## src/rtl/uart_tx_arbiter.sv

```systemverilog
`default_nettype none
// ============================================================================
// Module   : uart_tx_arbiter
// Purpose  : Message-level arbiter sharing one UART TX byte path between
//            NUM_REQ byte-stream requesters. A grantee owns the transmitter
//            until its last byte, a length limit or a stall timeout.
// Options  : UART_ARB_RR_EN - round-robin selection instead of fixed priority.
// Revision : 1.0 - initial release
// ============================================================================
module uart_tx_arbiter #(
    parameter int NUM_REQ          = 2,
    parameter int MAX_MSG_LEN      = 16,
    parameter int IDLE_TIMEOUT_CYC = 1200
) (
    input  logic                       clk,
    input  logic                       rst,
    input  logic [NUM_REQ*8-1:0]       req_data,
    input  logic [NUM_REQ-1:0]         req_valid,
    input  logic [NUM_REQ-1:0]         req_last,
    output logic [NUM_REQ-1:0]         req_ready,
    output logic [7:0]                 tx_data,
    output logic                       tx_valid,
    input  logic                       tx_ready,
    output logic [$clog2(NUM_REQ)-1:0] grant_id,
    output logic                       busy,
    output logic                       abort_pulse,
    output logic [7:0]                 abort_count
);

    localparam int c_GW = $clog2(NUM_REQ);
    localparam int c_BW = $clog2(MAX_MSG_LEN + 1);
    localparam int c_SW = $clog2(IDLE_TIMEOUT_CYC + 1);

    localparam logic [0:0] c_IDLE = 1'b0;
    localparam logic [0:0] c_XFER = 1'b1;

    logic [0:0]      r_state;
    logic [c_GW-1:0] r_grant;
    logic [7:0]      r_tx_data;
    logic            r_tx_valid;
    logic            r_abort;
    logic [7:0]      r_abort_cnt;
    logic [c_BW-1:0] r_byte_cnt;
    logic [c_SW-1:0] r_stall;

    logic            w_any_req;
    logic [c_GW-1:0] w_winner;
    logic            w_g_valid;
    logic            w_g_last;
    logic [7:0]      w_g_data;
    logic            w_room;
    logic            w_accept;
    logic [c_BW-1:0] w_byte_next;
    logic            w_len_hit;
    logic            w_stall_hit;
    logic            w_abort;

    assign w_any_req   = |req_valid;
    assign w_g_valid   = req_valid[r_grant];
    assign w_g_last    = req_last[r_grant];
    assign w_g_data    = req_data[{r_grant, 3'b000} +: 8];
    assign w_room      = !r_tx_valid || tx_ready;
    assign w_accept    = (r_state == c_XFER) && w_g_valid && w_room;
    assign w_byte_next = r_byte_cnt + 1'b1;

    // The byte that fills the message budget is forced to be the last one.
    assign w_len_hit   = w_accept && !w_g_last && (w_byte_next == c_BW'(MAX_MSG_LEN));
    assign w_stall_hit = (r_state == c_XFER) && !w_g_valid
                         && (r_stall == c_SW'(IDLE_TIMEOUT_CYC - 1));
    assign w_abort     = w_len_hit || w_stall_hit;

`ifdef UART_ARB_RR_EN
    logic [c_GW-1:0] r_ptr;
    logic [c_GW-1:0] w_idx;
    logic            w_found;

    // Search starts just after the previous grantee, wrapping at NUM_REQ.
    always_comb begin
        w_winner = r_ptr;
        w_idx    = '0;
        w_found  = 1'b0;
        for (int k = 0; k < NUM_REQ; k++) begin
            w_idx = c_GW'((int'(r_ptr) + k) % NUM_REQ);
            if (!w_found && req_valid[w_idx]) begin
                w_winner = w_idx;
                w_found  = 1'b1;
            end
        end
    end
`else
    always_comb begin
        w_winner = '0;
        for (int k = NUM_REQ - 1; k >= 0; k--) begin
            if (req_valid[k]) begin
                w_winner = c_GW'(k);
            end
        end
    end
`endif

    always_comb begin
        req_ready = '0;
        if (r_state == c_XFER) begin
            req_ready[r_grant] = w_room;
        end
    end

    always_ff @(posedge clk) begin
        if (rst) begin
            r_state     <= c_IDLE;
            r_grant     <= '0;
            r_tx_data   <= '0;
            r_tx_valid  <= 1'b0;
            r_abort     <= 1'b0;
            r_abort_cnt <= '0;
            r_byte_cnt  <= '0;
            r_stall     <= '0;
`ifdef UART_ARB_RR_EN
            r_ptr       <= '0;
`endif
        end else begin
            r_abort <= 1'b0;

            // Output register drains independently of the arbitration state.
            if (w_accept) begin
                r_tx_data  <= w_g_data;
                r_tx_valid <= 1'b1;
            end else if (tx_ready) begin
                r_tx_valid <= 1'b0;
            end

            case (r_state)
                c_IDLE: begin
                    if (w_any_req) begin
                        r_grant    <= w_winner;
                        r_byte_cnt <= '0;
                        r_stall    <= '0;
                        r_state    <= c_XFER;
`ifdef UART_ARB_RR_EN
                        r_ptr      <= (w_winner == c_GW'(NUM_REQ - 1)) ? '0 : w_winner + 1'b1;
`endif
                    end
                end
                c_XFER: begin
                    if (w_g_valid) begin
                        r_stall <= '0;
                    end else begin
                        r_stall <= r_stall + 1'b1;
                    end
                    if (w_accept) begin
                        r_byte_cnt <= w_byte_next;
                    end
                    if ((w_accept && w_g_last) || w_abort) begin
                        r_state <= c_IDLE;
                    end
                    if (w_abort) begin
                        r_abort <= 1'b1;
                        if (r_abort_cnt != 8'hFF) begin
                            r_abort_cnt <= r_abort_cnt + 1'b1;
                        end
                    end
                end
                default: r_state <= c_IDLE;
            endcase
        end
    end

    assign tx_data     = r_tx_data;
    assign tx_valid    = r_tx_valid;
    assign grant_id    = r_grant;
    assign busy        = (r_state == c_XFER);
    assign abort_pulse = r_abort;
    assign abort_count = r_abort_cnt;

endmodule
`default_nettype wire
```

## config.mk

```make
export PLATFORM = sky130hd
export DESIGN_NAME = uart_tx_arbiter
export DESIGN_NICKNAME = d
export VERILOG_FILES = /design/src/rtl/uart_tx_arbiter.sv
export SDC_FILE = /design/constraint.sdc
export NUM_CORES = 1
export LEC_CHECK = 0
export CAP_MARGIN = 30
export CORE_ASPECT_RATIO = 0.75
export CORE_UTILIZATION = 30
export CTS_CLUSTER_SIZE = 25
export DETAILED_ROUTE_END_ITERATION = 12
export DONT_BUFFER_PORTS = 1
export PLACE_DENSITY = 0.51
export SETUP_SLACK_MARGIN = 0.02
export SLEW_MARGIN = 5
export SYNTH_ARGS = -nofsm -noshare
export SYNTH_HDL_FRONTEND = slang
export SYNTH_SLANG_ARGS = --single-unit
```

## constraint.sdc

```tcl
create_clock -name clk -period 2.2 [get_ports clk]
set_input_delay 0.22 -clock clk [delete_from_list [all_inputs] [get_ports clk]]
set_output_delay 0.22 -clock clk [all_outputs]
set_load 0.02 [all_outputs]
```

# --- Yosys cells after proc, flatten, opt, wreduce, memory -nomap -nowiden ---
# Cells that the tools add are included.
totals:
  inputBits: 23
  wordCells: 62
  reg_bits: 36
  output_inout_bits: 22
op_classes:
  shifts: 1
  bitwise_logic: 2
  order_cmp: 2
  reduce_logical: 20
  n_eq_ne: 5
  muxes: 21
  add_sub_neg: 3
ops:
  columns: ["op", "n"]
  rows:
  - ["two-way mux 11 bit", 2]
  - ["case mux 11 bit (2 select lines)", 1]
  - ["variable part select 16 x 5 -> 8 bit", 1]
  - ["two-way mux 1 bit", 12]
  - ["adder 11 x 1 -> 11 bit, second input constant", 1]
  - ["equality test 11 bit, second input constant", 1]
  - ["two-way mux 5 bit", 2]
  - ["case mux 5 bit (2 select lines)", 1]
  - ["adder 8 x 1 -> 8 bit, second input constant", 1]
  - ["logical AND 1 bit", 8]
  - ["inequality test 8 bit, second input constant", 1]
  - ["adder 5 x 1 -> 5 bit, second input constant", 1]
  - ["equality test 5 bit, second input constant", 1]
  - ["AND reduction 2 bit", 2]
  - ["OR reduction 2 bit", 2]
  - ["logical NOT 1 bit", 3]
  - ["logical OR 1 bit", 3]
  - ["AND reduction 3 bit", 1]
  - ["AND 2 bit", 1]
  - ["less-than comparator 1 x 2 -> 1 bit, second input constant", 1]
  - ["two-way mux 2 bit", 1]
  - ["inequality test 2 x 1 -> 1 bit, second input constant", 1]
  - ["inequality test 2 bit, second input constant", 1]
  - ["case mux 1 bit (2 select lines)", 1]
  - ["other kinds (4)", 4]

# --- Depth between registers and ports, before layout ---
depth:
  word_depth: 10
  depth_mapped: 8
  ltp_nobuf: 6

# --- Least setup slack after synthesis ---
# Ideal clock, no wire load.
synth_timing:
  path_kind: "register to register"
  startpoint: "register r_byte_cnt[0]"
  endpoint: "register r_abort_cnt[0] (netlist: abort_count[0])"
  stages_incl_launch_ff: 9
  setup_ps: 122
  path_buffers: 2
  synth_period_minus_slack_ps: 1893
  arrival_ps: 1770
  slack_ps: 307
  t_required_ps: 2078
  cell_sequence: "dfxtp_1 > ha_1 > buf_2 > nand3b_1 > a21o_1 > a211oi_4 > buf_6 > nor3_1 > a311o_1"
synth_between:
  elab_chain_cells: 5
synth_rtl:
  columns: ["item", "line", "source"]
  rows:
  - ["start: declaration", "43", "logic [c_BW-1:0] r_byte_cnt;"]
  - ["start signal: assignment", "151", "r_byte_cnt <= w_byte_next;"]
  - ["adder 5 x 1 -> 5 bit", "64", "assign w_byte_next = r_byte_cnt + 1'b1;"]
  - ["equality test 5 bit", "67", "assign w_len_hit = w_accept && !w_g_last && (w_byte_next == c_BW'(MAX_MSG_LEN));"]
  - ["logical AND 1 bit", "67", null]
  - ["logical OR 1 bit", "70", "assign w_abort = w_len_hit || w_stall_hit;"]
  - ["AND reduction 3 bit (no source line)", null, null]
  - ["end signal: assignment", "159", "r_abort_cnt <= r_abort_cnt + 1'b1;"]
  - ["end: declaration", "42", "logic [7:0] r_abort_cnt;"]
# Every way passes these cells.
# A chain may end at the register's enable or synchronous reset.

# --- Final worst setup path ---
layout_timing:
  startpoint: "register r_byte_cnt[0]"
  endpoint: "register r_abort_cnt[7] (netlist: abort_count[7])"
# The elaborated chain is that of the path after synthesis.

==> run summary <==
routability cong. = 0.740
TritonCTS Buffers = 5
PortBufs = 0
unrepaired setup endpoints after global routing = false
switching share of total power = 24.7%
Clock power frac = 42.9%
# rows = 25
Hold Crit Start = rst
met3 usage = 4.58%
Post-synth EDFFs = 0
crit-path max FO = 7
layout cells sized above 1 = 12.9%
GR Overflow Total = 0
CP peak stage delay = 0.42 ns
Final min period = 1.98 ns
vias in the first global route = 1490
Final period util = 90.0%
Primary FF master, synth = dfxtp_1
Antenna Cells = 0
Clock transition at path regs = 0.07 ns
H-tree level count = 2
Syn Area/Cell = 8.48 um2
Synth area leader = dfxtp_1
crit path kind = flip-flop to flip-flop
Core Util, Final = 35.3%
crit path DAT = 2.16 ns
outcome = complete, no violations
Setup Skew = 0.00669 ns
CTS root buf = clkbuf_8
mapped cell area = 1990 um2
total power = 0.00150 W
crit path capture type = flip-flop
Sw Pwr = 0.000369 W
antenna-violating nets left = 0
WHS Endpoint = abort_count[1]
TritonCTS clock tree = built
I/O pins = 45
die outline height = 72.6 um
initial DRC count = 56
Yosys warning total = 0
total track usage = 14.2%
clock latency on the worst-skew pair = 0.29 ns
Flop pwr share = 47.1%
Worst R2R Path Depth = 6
layer with the highest usage = met1
Syn Nets = 262
Mapped Cells = 235
CP bufs+invs = 0
worst-path cell chain = ha_2, nand3b_1, a21o_1, a211oi_4, o2111ai_1, mux2_2
r2r startpoint = r_byte_cnt[0]
largest net degree at the start of global routing = 30
async set-reset flop share out of synthesis = 0%
VDD IR max = 267 uV
GR Layer Usage met1 = 21.0%
Worst Hold Class = primary input to flip-flop
DRT Pass-1 Iters = 4
Pint = 0.00113 W
first-pass GRT wire length = 7.42 mm
core area = 6350 um2
unique cell type count in the Yosys netlist = 45
cell area after layout = 2240 um2
leakage = 0.773 nW
final count of negative-setup-slack endpoints = 0
Die X = 96.1 um
Clock Path Buffers = 2
share of the synthesized area in the top cell type = 36.2%
clock sink count = 36
sequential fraction of the synthesis area = 36.2%
slew of the pin with the lowest slew margin = 0.476 ns
max_cap viols = 0
CP Data Required Time = 2.38 ns
DR vias/cell = 5.38
global-route met2 utilization = 18.8%
max-slew violation count = 0
Non-Filler Instances = 322
drt total wl = 4.66 mm
ranking of synthesized cells by area = dfxtp_1 (36%), nor2_1 (7.0%), mux2i_1 (4.5%), a211oi_1 (3.8%), a21oi_1 (3.5%)
P&R area growth vs syn = 12.7%
routed via count = 1731
Inst Count DP = 313
hold path cells = 1
antenna violations before repair = 0
CP startpoint kind = flip-flop
reg2reg setup slack = 0.22 ns
fmax = 505 MHz
Slowest cell on crit path = dfxtp_1
Die ar. = 6970 um2
dpl cell area = 2100 um2
Rel. slew slack = 68.2%
Post-DP HPWL = 3.32 mm
DRC = 0
routed length per instance = 14.5 um
final-report hold violation count = 0
power density cells = 666 nW/um2
flops & latches, synth = 36
NumNets Final = 267
worst flop-to-flop path endpoint = abort_count[7]
Logic pwr share = 10.0%
setup TNS = 0 ns
CP top delay family = compound AO/OA/AOI/OAI gates
Initial Util = 31.4%
## metrics by stage
step | setup slack (ns) | hold WS (ns)
6_report | 0.221 | 0.0256
2_1_floorplan | 0.307 | 0.320
3_3_place_gp | 0.241 | 0.294
5_1_grt | 0.0461 | 0.0112
4_1_cts | 0.176 | 0.0149
3_5_place_dp | 0.197 | 0.294
## how the worst max path moves through the flow
stage	start	end	slack (ns)	cells past startpoint
2_1_floorplan	r_byte_cnt[0]	abort_count[0]	0.31	8
3_3_place_gp	r_byte_cnt[0]	abort_count[7]	0.24	6
3_5_place_dp	r_byte_cnt[0]	abort_count[7]	0.20	6
4_1_cts	r_byte_cnt[0]	abort_count[7]	0.18	6
5_1_grt	r_byte_cnt[0]	abort_count[6]	0.05	7
6_report	r_byte_cnt[0]	abort_count[7]	0.22	6
## power by group through the flow
| stage | Sequential, W | Combinational (W) | Clock (W) |
|---|---|---|---|
| finish | 0.000705 | 0.000149 | 0.000642 |
| global route | 0.000707 | 0.000167 | 0.000695 |
| CTS | 0.000704 | 0.000150 | 0.000667 |
| detailed placement | 0.000719 | 0.000137 | 0 |
| global placement | 0.000719 | 0.000135 | 0 |
| floorplan | 0.000718 | 0.000121 | 0 |
## cell families after synthesis
group / synth area share (%)
AO/OA/AOI/OAI: 23.4
XOR/XNOR: 0.440
multiplexers: 7.35
adder cells (fa/ha/maj): 2.51
flip-flops: 36.2
AND/OR/NAND/NOR: 25.2
buffers and inverters: 4.96
## worst register-to-register path: stages, from the launching register on
cell,delay [ns]
dfxtp_1,0.42
ha_2,0.28
nand3b_1,0.09
a21o_1,0.22
a211oi_4,0.37
o2111ai_1,0.19
mux2_2,0.30
## per-layer routing
metal	routed length, um	vias to the layer above
li1	-	872
met1	2440	797
met2	1820	55
met3	342	7
met4	56	0
met5	0	-
## cells in the final DEF, fill, tap and decap left out, types with 4 or more instances in the layout
master | synthesis | routed
a211oi_1 | 10 | 10
a21oi_1 | 14 | 14
and2_1 | 5 | 5
buf_4 | 2 | 11
clkbuf_8 | 0 | 7
dfxtp_1 | 36 | 36
inv_1 | 5 | 5
mux2i_1 | 9 | 9
nand2_1 | 16 | 16
nand3_1 | 9 | 9
nand3b_1 | 6 | 6
nor2_1 | 37 | 37
nor3_1 | 6 | 6
o21a_1 | 4 | 4
o21ai_0 | 12 | 12
## state kept, by name (all words and copies together), names as in the netlist
signal and cells:
abort_count 8, busy 1, grant_id 1, tx_data 8, abort_pulse 1, tx_valid 1, r_byte_cnt 5, r_stall 11
## layout make-up
type / instances / area, um2
clock buffer: 7 / 96.3
clock inverter: 1 / 30.0
fill: 675 / 4110
inverter: 5 / 18.8
multi-input combinational: 180 / 1170
sequential: 36 / 721
tap: 81 / 101
timing repair buffer: 12 / 103
## synth_stat cells, types with 2 or more instances
cell,instances
a211oi_1,10
a21oi_1,14
a22oi_1,3
a311oi_1,3
a31oi_1,2
a41oi_1,2
and2_1,5
and3_1,3
and4_1,2
buf_2,4
buf_4,2
buf_6,2
clkbuf_1,6
dfxtp_1,36
ha_1,4
inv_1,5
mux2_2,3
mux2i_1,9
nand2_1,16
nand3_1,9
nand3b_1,6
nand4_1,2
nor2_1,37
nor2b_1,3
nor3_1,6
nor4_1,3
nor4bb_1,2
o2111ai_1,3
o211a_1,2
o211ai_1,2
o21a_1,4
o21ai_0,12
## repair_timing
action | CTS | global route
setup endpoints to repair | 0 | 2
hold buffers | 1 | 0
gates resized for setup | 0 | 1
buffers inserted | 0 | 0
endpoints found under the hold margin | 29 | 0
Note: power is estimated with default switching activity, not from simulation.
